## config.mk

```make
export PLATFORM = sky130hd
export DESIGN_NAME = note_stack
export DESIGN_NICKNAME = d
export VERILOG_FILES = /design/src/rtl/note_stack.sv
export SDC_FILE = /design/constraint.sdc
export NUM_CORES = 1
export LEC_CHECK = 0
export BUFFER_PORTS_ARGS = -buffer_cell sky130_fd_sc_hd__buf_4
export CAP_MARGIN = 20
export CORE_MARGIN = 1
export CORE_UTILIZATION = 50
export DETAILED_ROUTE_END_ITERATION = 8
export PLACE_DENSITY = 0.71
export SYNTH_ARGS = -nofsm -noshare
export SYNTH_HDL_FRONTEND = slang
export SYNTH_SLANG_ARGS = --single-unit
```

## constraint.sdc

```tcl
create_clock -name clk_msg -period 5.4 [get_ports clk_msg]
set_input_delay 1.35 -clock clk_msg [delete_from_list [all_inputs] [get_ports clk_msg]]
set_output_delay 1.35 -clock clk_msg [all_outputs]
set_load 0.02 [all_outputs]
```

## src/rtl/note_stack.sv

```systemverilog
// Last-note-priority held-note stack: keyboard note on/off messages in,
// player messages out. The newest held note sounds; releasing it falls back to the previous key.
module note_stack #(
  parameter int DEPTH = 8,
  parameter int ID_W  = 7
) (
  input  logic            clk_msg,
  input  logic            rst,
  input  logic            in_valid,
  input  logic [ID_W:0]   in_msg,
  input  logic            clear,
  output logic            out_valid,
  output logic [ID_W:0]   out_msg,
  output logic [ID_W-1:0] active_note,
  output logic [3:0]      count,
  output logic            overflow
);

  logic [ID_W-1:0] ent_r     [DEPTH];
  logic [ID_W-1:0] nxt_ent_s [DEPTH];
  logic [ID_W-1:0] sh_s      [DEPTH];
  logic [ID_W-1:0] rem_s     [DEPTH];

  logic [3:0]       cnt_r, nxt_cnt_s, hit_idx_s;
  logic [DEPTH-1:0] match_s;
  logic             hit_s, is_top_s, on_s;
  logic [ID_W-1:0]  id_s, top_s, second_s, nxt_top_s;

  logic             emit_s, ovf_s;
  logic [ID_W:0]    emsg_s;
  logic             out_valid_r, overflow_r;
  logic [ID_W:0]    out_msg_r;
  logic [ID_W-1:0]  active_r;

  // Parallel id search plus the shifted / compacted views of the stack.
  // Slots at or above the count are kept at zero, so the shifted view stays clean.
  always_comb begin
    id_s      = in_msg[ID_W-1:0];
    on_s      = in_msg[ID_W];
    match_s   = {DEPTH{1'b0}};
    hit_idx_s = 4'd0;
    top_s     = {ID_W{1'b0}};
    second_s  = {ID_W{1'b0}};
    for (int i = 0; i < DEPTH; i++) begin
      match_s[i] = (i < int'(cnt_r)) && (ent_r[i] == id_s);
      hit_idx_s  = match_s[i] ? 4'(i) : hit_idx_s;
      top_s      = (i + 1 == int'(cnt_r)) ? ent_r[i] : top_s;
      second_s   = (i + 2 == int'(cnt_r)) ? ent_r[i] : second_s;
    end
    for (int i = 0; i < DEPTH - 1; i++) begin
      sh_s[i] = ent_r[i+1];
    end
    sh_s[DEPTH-1] = {ID_W{1'b0}};
    for (int i = 0; i < DEPTH; i++) begin
      rem_s[i] = (i >= int'(hit_idx_s)) ? sh_s[i] : ent_r[i];
    end
    hit_s    = |match_s;
    is_top_s = hit_s && (int'(hit_idx_s) + 1 == int'(cnt_r));
  end

  // Stack update and message selection; clear takes priority over the input message.
  always_comb begin
    nxt_ent_s = ent_r;
    nxt_cnt_s = cnt_r;
    emit_s    = 1'b0;
    ovf_s     = 1'b0;
    emsg_s    = out_msg_r;
    nxt_top_s = {ID_W{1'b0}};
    if (clear) begin
      if (cnt_r != 4'd0) begin
        for (int i = 0; i < DEPTH; i++) begin
          nxt_ent_s[i] = {ID_W{1'b0}};
        end
        nxt_cnt_s = 4'd0;
        emit_s    = 1'b1;
        emsg_s    = {1'b0, top_s};
      end else begin
        nxt_cnt_s = cnt_r;
      end
    end else if (in_valid && (id_s != {ID_W{1'b0}})) begin
      if (on_s) begin
        if (is_top_s) begin
          nxt_cnt_s = cnt_r;
        end else if (hit_s) begin
          for (int i = 0; i < DEPTH; i++) begin
            nxt_ent_s[i] = (i + 1 == int'(cnt_r)) ? id_s : rem_s[i];
          end
          emit_s = 1'b1;
          emsg_s = {1'b1, id_s};
        end else if (int'(cnt_r) < DEPTH) begin
          for (int i = 0; i < DEPTH; i++) begin
            nxt_ent_s[i] = (i == int'(cnt_r)) ? id_s : ent_r[i];
          end
          nxt_cnt_s = cnt_r + 4'd1;
          emit_s    = 1'b1;
          emsg_s    = {1'b1, id_s};
        end else begin
          for (int i = 0; i < DEPTH; i++) begin
            nxt_ent_s[i] = (i == DEPTH - 1) ? id_s : sh_s[i];
          end
          ovf_s  = 1'b1;
          emit_s = 1'b1;
          emsg_s = {1'b1, id_s};
        end
      end else begin
        if (!hit_s) begin
          nxt_cnt_s = cnt_r;
        end else begin
          nxt_ent_s = rem_s;
          nxt_cnt_s = cnt_r - 4'd1;
          if (!is_top_s) begin
            emit_s = 1'b0;
          end else if (cnt_r > 4'd1) begin
            emit_s = 1'b1;
            emsg_s = {1'b1, second_s};
          end else begin
            emit_s = 1'b1;
            emsg_s = {1'b0, id_s};
          end
        end
      end
    end else begin
      nxt_cnt_s = cnt_r;
    end
    for (int i = 0; i < DEPTH; i++) begin
      nxt_top_s = (i + 1 == int'(nxt_cnt_s)) ? nxt_ent_s[i] : nxt_top_s;
    end
  end

  // State and registered outputs; out_msg keeps its last value between strobes.
  always_ff @(posedge clk_msg or posedge rst) begin
    if (rst) begin
      for (int i = 0; i < DEPTH; i++) begin
        ent_r[i] <= {ID_W{1'b0}};
      end
      cnt_r       <= 4'd0;
      out_valid_r <= 1'b0;
      out_msg_r   <= {(ID_W+1){1'b0}};
      overflow_r  <= 1'b0;
      active_r    <= {ID_W{1'b0}};
    end else begin
      ent_r       <= nxt_ent_s;
      cnt_r       <= nxt_cnt_s;
      out_valid_r <= emit_s;
      out_msg_r   <= emsg_s;
      overflow_r  <= ovf_s;
      active_r    <= nxt_top_s;
    end
  end

  assign out_valid   = out_valid_r;
  assign out_msg     = out_msg_r;
  assign overflow    = overflow_r;
  assign active_note = active_r;
  assign count       = cnt_r;

endmodule

```

==> impl_metrics.json, run 1 <==
{
  "synth_nets": 1467,
  "worstRegToRegCells": 16,
  "diodes": 0,
  "die_height_microns": 144.8,
  "grt_max_degree": 83,
  "grt_antenna_before_repair": 0,
  "tritoncts": "yes",
  "initial_core_util_pct": 51.71,
  "ys_async_sr_fraction_pct": 100.0,
  "grt_pass1_vias": 11380,
  "ff_latch_area_sq_um": 1931,
  "synth-edff-count": 0,
  "worstPathRequired_ns": 5.70,
  "first_iter_violations": 2403,
  "critPathKind": "primary input to flip-flop",
  "drc_errors": 0,
  "core.rowCount": 51,
  "worst_slack_ns": 0.1210,
  "wire_per_inst_microns": 29.35,
  "skew_ns": 0.009909,
  "finalSetupViolCount": 0,
  "cts_setup_buffers": 0,
  "synth_area_per_cell_sq_um": 7.041,
  "routed_wl_microns": 51350,
  "r2r_slack_ns": 0.63,
  "drive_above_1_share_pct": 18.65,
  "path_clk_slew_ns": 0.07,
  "yosys.area_share.adder_pct": 0.8590,
  "yosysMostFrequentCell": "nand2_1",
  "cts_sinks": 77,
  "grtUsageTotal_pct": 49.42,
  "synth_top_area_share_pct": 18.90,
  "yosys.area.top_type": "dfrtp_1",
  "synth_ff_type": "dfrtp_1",
  "maxSlewViolCount": 0,
  "max-vdd-ir-drop_mv": 0.2135,
  "drv_cap": 0,
  "yosys.area_share.xor_xnor_pct": 5.240,
  "fin_util_pct": 58.89,
  "cp-end-kind": "flip-flop",
  "min_from": "out_msg[7]",
  "tightest_slew_ns": 1.153,
  "synthMuxAreaShare_pct": 6.872,
  "hpwl_microns": 37220,
  "multiInputGateArea_sq_um": 7298,
  "crit_path_start_kind": "primary input",
  "port_buffers": 32,
  "p_leak_nw": 4.878,
  "cts_buffers": 9,
  "drt-vias-per-instance": 7.346,
  "synth.area.top_cells": "dfrtp_1 (19%), a21oi_1 (7.7%), nand2_1 (6.0%)",
  "hp-class": "flip-flop to flip-flop",
  "area.growth.synth_to_final_pct": 13.88,
  "n_fill_cell": 1908,
  "core_area_sq_um": 19720,
  "syn_area_sq_um": 10200,
  "synth-seq-cells": 77,
  "drt-pass1-iter-count": 8,
  "hold_violations": 0,
  "layout_min_cycle_time_ns": 5.279,
  "syn_inst": 1448,
  "yosysUniqueCellTypes": 91,
  "min_period_over_period_pct": 97.76,
  "nets": 1499,
  "postRouteAntennaNets": 0,
  "synth-simple-area-share_pct": 19.99,
  "critPathArrivalTime_ns": 5.58,
  "r2r_end": "active_note[2]",
  "status": "finished clean",
  "fmax_mhz": 189.4,
  "synth_compound_area_share_pct": 38.39,
  "die_x_microns": 144.8,
  "rsz0062_at_grt": "false",
  "holdPathEnd": "out_msg[7]",
  "crit-reg2reg-launch": "count[0]",
  "worst-path-max-fanout": 11,
  "yosys-top-cells-count": "nand2_1 (163), a21oi_1 (157), nor2_1 (124)",
  "grt_pass1_wl_microns": 74270,
  "power.total_w": 0.003568,
  "synth_top_family_by_area": "compound AO/OA/AOI/OAI gates",
  "powerDensity_nw_per_um2": 307.3,
  "clock_path_buffers": 2,
  "dieArea_sq_um": 20970,
  "post-place-ws_ns": -0.1731,
  "seq_area_frac_synth_pct": 18.90,
  "cts_root_buf": "clkbuf_16",
  "place.gp.congestion": 1.055,
  "yosys_warnings": 0,
  "worstHoldPathCells": 1,
  "boundaryPins": 33,
  "clkLatencyLatePin_ns": 0.36,
  "grt_overflow": 0,
  "htree_num_levels": 3,
  "via_count": 12860,
  "relSlewSlack_pct": 23.14
}
[report_power, final]
part           leakage, nW  switching [W]  total, W  internal [W]
clock                0.133       0.000307  0.000630      0.000323
sequential            1.02       0.000238  0.000927      0.000689
combinational         3.73        0.00127   0.00201      0.000740
total                 4.88        0.00182   0.00357       0.00175
[state kept, by name, summed over array words and instances, names as in the netlist]
register,count
out_valid,1
ent_r,56
overflow,1
out_msg,8
count,4
active_note,7
[worst max path at each step]
| stage | slack, ns | depth (start not counted) | end | startpoint |
|---|---|---|---|---|
| final | 0.12 | 18 | active_note[0] | in_msg[0] |
| after global routing | 0.02 | 19 | active_note[5] | in_msg[0] |
| after CTS | 0.19 | 19 | active_note[5] | in_msg[4] |
| after detailed placement | -0.17 | 19 | active_note[5] | in_msg[4] |
| after global placement | -0.15 | 19 | active_note[5] | in_msg[0] |
| after floorplan | 0.22 | 18 | active_note[6] | in_msg[1] |
[layer usage]
metal / vias to the layer above / part of all wire, % / GRT usage (%)
met1: 5955 / 38 / 66.48
met4: 0 / 5.7 / 22.33
li1: 5448 / - / -
met3: 228 / 17 / 17.87
met2: 1224 / 40 / 69.89
met5: - / 0 / 0.2506
[worst max-delay path: stages]
cell       delay [ns]
buf_4            0.19
buf_4            0.17
xor2_1           0.15
nor4_1           0.33
and4_1           0.37
a211o_1          0.17
nand2_1          0.13
ha_1             0.33
xnor2_1          0.25
a311oi_4         0.06
buf_4            0.17
and4_1           0.24
buf_4            0.18
or3_1            0.38
a2111oi_0        0.47
a21oi_1          0.11
a21oi_1          0.35
or4_1            0.17
[through the flow]
step	instances	hold slack [ns]	TNS [ns]	cell area (sq um)
after detailed placement	1734	0.4851	-0.6047	11310
final	1750	0.4997	0	11610
after CTS	1750	0.5012	0	11600
after global placement	1734	0.4766	-0.3916	11310
after global routing	1750	0.5249	0	11610
after floorplan	1448	0.5813	0	10200
[area by class of cell]
class	count	area share (%)
tap	265	2.856
clock inverter	7	0.5819
sequential	77	16.63
multi-input combinational	1141	62.86
inverter	44	1.433
timing repair buffer	207	13.71
clock buffer	9	1.940
[placed cells by master (no fill, tap or decap), drive strengths merged, types with 16 or more instances in the layout]
master    n
nor2    128
inv      46
dfrtp    77
xnor2    22
nand3    29
a211oi   47
o211ai   34
mux2     16
xor2     39
a22oi    23
nand2   164
a221oi   29
mux2i    52
buf     207
nand4    16
a21oi   157
nor3     28
a31oi    28
o21ai   111
[logic make-up after synthesis]
kind of cell / count (synthesis)
flip-flops: 77
multiplexers: 68
adder cells (fa/ha/maj): 7
buffers and inverters: 230
XOR/XNOR: 61
AND/OR/NAND/NOR: 426
AO/OA/AOI/OAI: 579
[what timing repair did]
item / 4_1_cts / 5_1_grt
gates resized for setup: 0 / 2
setup endpoints to repair: 0 / 2
hold buffers: 0 / 0
(Power assumes the default switching activity.)
==> inputs of run 2 (changes only) <==
ABC_AREA = 1   (was unset)
CORE_UTILIZATION = 45   (was 50)
GPL_TIMING_DRIVEN = 1   (was unset)
PLACE_DENSITY = 0.66   (was 0.71)
==> impl_metrics.json, run 2 <==
{
  "drt-vias-per-instance": 6.560,
  "drive_above_1_share_pct": 11.36,
  "path_clk_slew_ns": 0.08,
  "port_buffers": 32,
  "n_fill_cell": 2409,
  "die_height_microns": 153.5,
  "cp_common_cell": "nand2_1",
  "synth_area_per_cell_sq_um": 5.767,
  "met1_usage_pct": 58.90,
  "post-place-ws_ns": 0.04065,
  "syn_area_sq_um": 10330,
  "min_period_over_period_pct": 95.44,
  "grt_max_degree": 73,
  "synthMuxAreaShare_pct": 0,
  "clock_path_buffers": 2,
  "synth_top_area_share_pct": 21.62,
  "yosysMostFrequentCell": "nand2_1",
  "fmax_mhz": 194.0,
  "slowest_delay_ns": 0.28,
  "top_usage_layer": "met2",
  "worstPathRequired_ns": 5.64,
  "tritoncts": "yes",
  "powerDensity_nw_per_um2": 299.5,
  "p_leak_nw": 5.227,
  "synth_ff_type": "dfrtp_1",
  "area.growth.synth_to_final_pct": 9.218,
  "core_area_sq_um": 22570,
  "yosys.area_share.xor_xnor_pct": 1.454,
  "maxSlewViolCount": 0,
  "hold_violations": 0,
  "fin_setup_tns_ns": 0,
  "cp-end-kind": "flip-flop",
  "grtUsageTotal_pct": 42.71,
  "rsz0062_at_grt": "false",
  "dieArea_sq_um": 23560,
  "yosysUniqueCellTypes": 56,
  "synth-simple-area-share_pct": 37.86,
  "first_iter_violations": 2293,
  "cts_hold_buf": 0,
  "yosys.area.top_type": "nand2_1",
  "synth-edff-count": 0,
  "initial_core_util_pct": 45.76,
  "boundaryPins": 33,
  "yosys-top-cells-count": "nand2_1 (595), o21ai_0 (235), inv_1 (136)",
  "use_met3_pct": 9.808,
  "relSlewSlack_pct": 25.82,
  "place.gp.congestion": 1.056,
  "crit_path_start_kind": "primary input",
  "grt_overflow": 0,
  "cp_slowest_cell": "ha_1",
  "final_cell_mix": "nand2_1 (595), o21ai_0 (235), inv_1 (134)",
  "hpwl_microns": 35470,
  "largest_reg_flops": 56,
  "nets": 1801,
  "regMostFlops": "ent_r",
  "synth_compound_area_share_pct": 29.63,
  "yosys_warnings": 0,
  "grt_antenna_before_repair": 2,
  "cts_sinks": 77,
  "max-vdd-ir-drop_mv": 0.1637,
  "tightest_slew_ns": 1.111,
  "grt_pass1_vias": 12210,
  "cts-resized-gates": 0,
  "layout_min_cycle_time_ns": 5.154,
  "core.rowCount": 55,
  "hp-class": "flip-flop to flip-flop",
  "gr-usage-met2_pct": 62.55,
  "cts_buffers": 9,
  "via_count": 13600,
  "syn_inst": 1791,
  "drt-pass1-iter-count": 6,
  "status": "finished clean",
  "seq_area_frac_synth_pct": 18.66,
  "cts_setup_buffers": 0,
  "stdcell_count": 2073,
  "critPathKind": "primary input to flip-flop",
  "skew_ns": 0.01308,
  "wire_per_inst_microns": 24.31,
  "postRouteAntennaNets": 0,
  "clkLatencyLatePin_ns": 0.38,
  "layout_commonest_cell": "nand2_1",
  "synth_nets": 1810,
  "synth_top_family_by_area": "simple AND/OR/NAND/NOR gates",
  "drc_errors": 0,
  "htree_num_levels": 3,
  "synth-seq-cells": 77,
  "synth.area.top_cells": "nand2_1 (22%), dfrtp_1 (19%), o21ai_0 (11%)",
  "critPathArrivalTime_ns": 5.40,
  "cts_root_buf": "clkbuf_16",
  "yosys.area_share.adder_pct": 0.8480,
  "grt_pass1_wl_microns": 76400,
  "ys_async_sr_fraction_pct": 100.0,
  "drv_cap": 0,
  "worst-path-max-fanout": 15,
  "die_x_microns": 153.5,
  "fin_util_pct": 49.98,
  "dp_cells": 2053,
  "finalSetupViolCount": 0,
  "routed_wl_microns": 50390,
  "worst_slack_ns": 0.2460
}
[run 2: changes by cell type after synthesis, sizes merged, moves of 50 or more]
cell	delta
inv	+110
clkbuf	-50
o21ai	+139
nand3	+99
mux2i	-52
nand2	+457
[run 2: cell type report]
type | count | area, sq um | area share (%)
Multi-Input combinational cell | 1430 | 7216 | 63.96
Clock inverter | 7 | 80.08 | 0.7099
Sequential cell | 77 | 1927 | 17.08
Inverter | 160 | 605.6 | 5.368
Antenna cell | 1 | 2.502 | 0.02218
Timing Repair Buffer | 104 | 868.3 | 7.697
Tap cell | 285 | 356.6 | 3.161
Clock buffer | 9 | 225.2 | 1.996
[run 2: report_power, final]
group          switching [W]  total (W)  leakage (nW)  internal (W)
clock               0.000331   0.000698         0.149      0.000367
combinational        0.00122    0.00179          4.08      0.000574
sequential          0.000196   0.000889         0.997      0.000694
[run 2: metrics by stage]
step	area [sq um]	hold WS, ns	power, W
2_1_floorplan	10330	0.5117	0.001963
3_3_place_gp	10950	0.4953	0.002605
3_5_place_dp	10950	0.4989	0.002604
4_1_cts	11260	0.5183	0.003296
5_1_grt	11280	0.5378	0.003541
6_report	11280	0.5143	0.003379
[run 2: cells by family after synthesis]
logic type,after synthesis
AND/OR/NAND/NOR,889
AO/OA/AOI/OAI,519
buffers and inverters,284
flip-flops,77
XOR/XNOR,15
adder cells (fa/ha/maj),7
[run 2: per-layer routing]
layer,vias to the layer above,wire (microns)
met2,1161,20860
met5,-,23
met1,6175,19910
met4,4,2599
met3,219,7006
li1,6039,-
[run 2: path summary, 6_finish.rpt]
| kind | start | end | slack (ns) | depth (start not counted) |
|---|---|---|---|---|
| min reg2reg | out_msg[4] | out_msg[4] | 0.51 | 2 |
| max reg2reg | count[0] | active_note[6] | 0.44 | 30 |
| min in group asynchronous | rst | ent_r[9] | 1.08 | 2 |
| min | out_msg[4] | out_msg[4] | 0.51 | 2 |
| max in group asynchronous | rst | ent_r[32] | 3.19 | 3 |
| max | in_msg[4] | active_note[6] | 0.25 | 31 |
[run 2: critical path, delay by kind of cell]
family          cells  cell delay (ns)
buf+inv             5             0.84
xor+xnor            1             0.13
fa+ha+maj           1             0.28
compound gates      2             0.20
simple gates       22             2.60
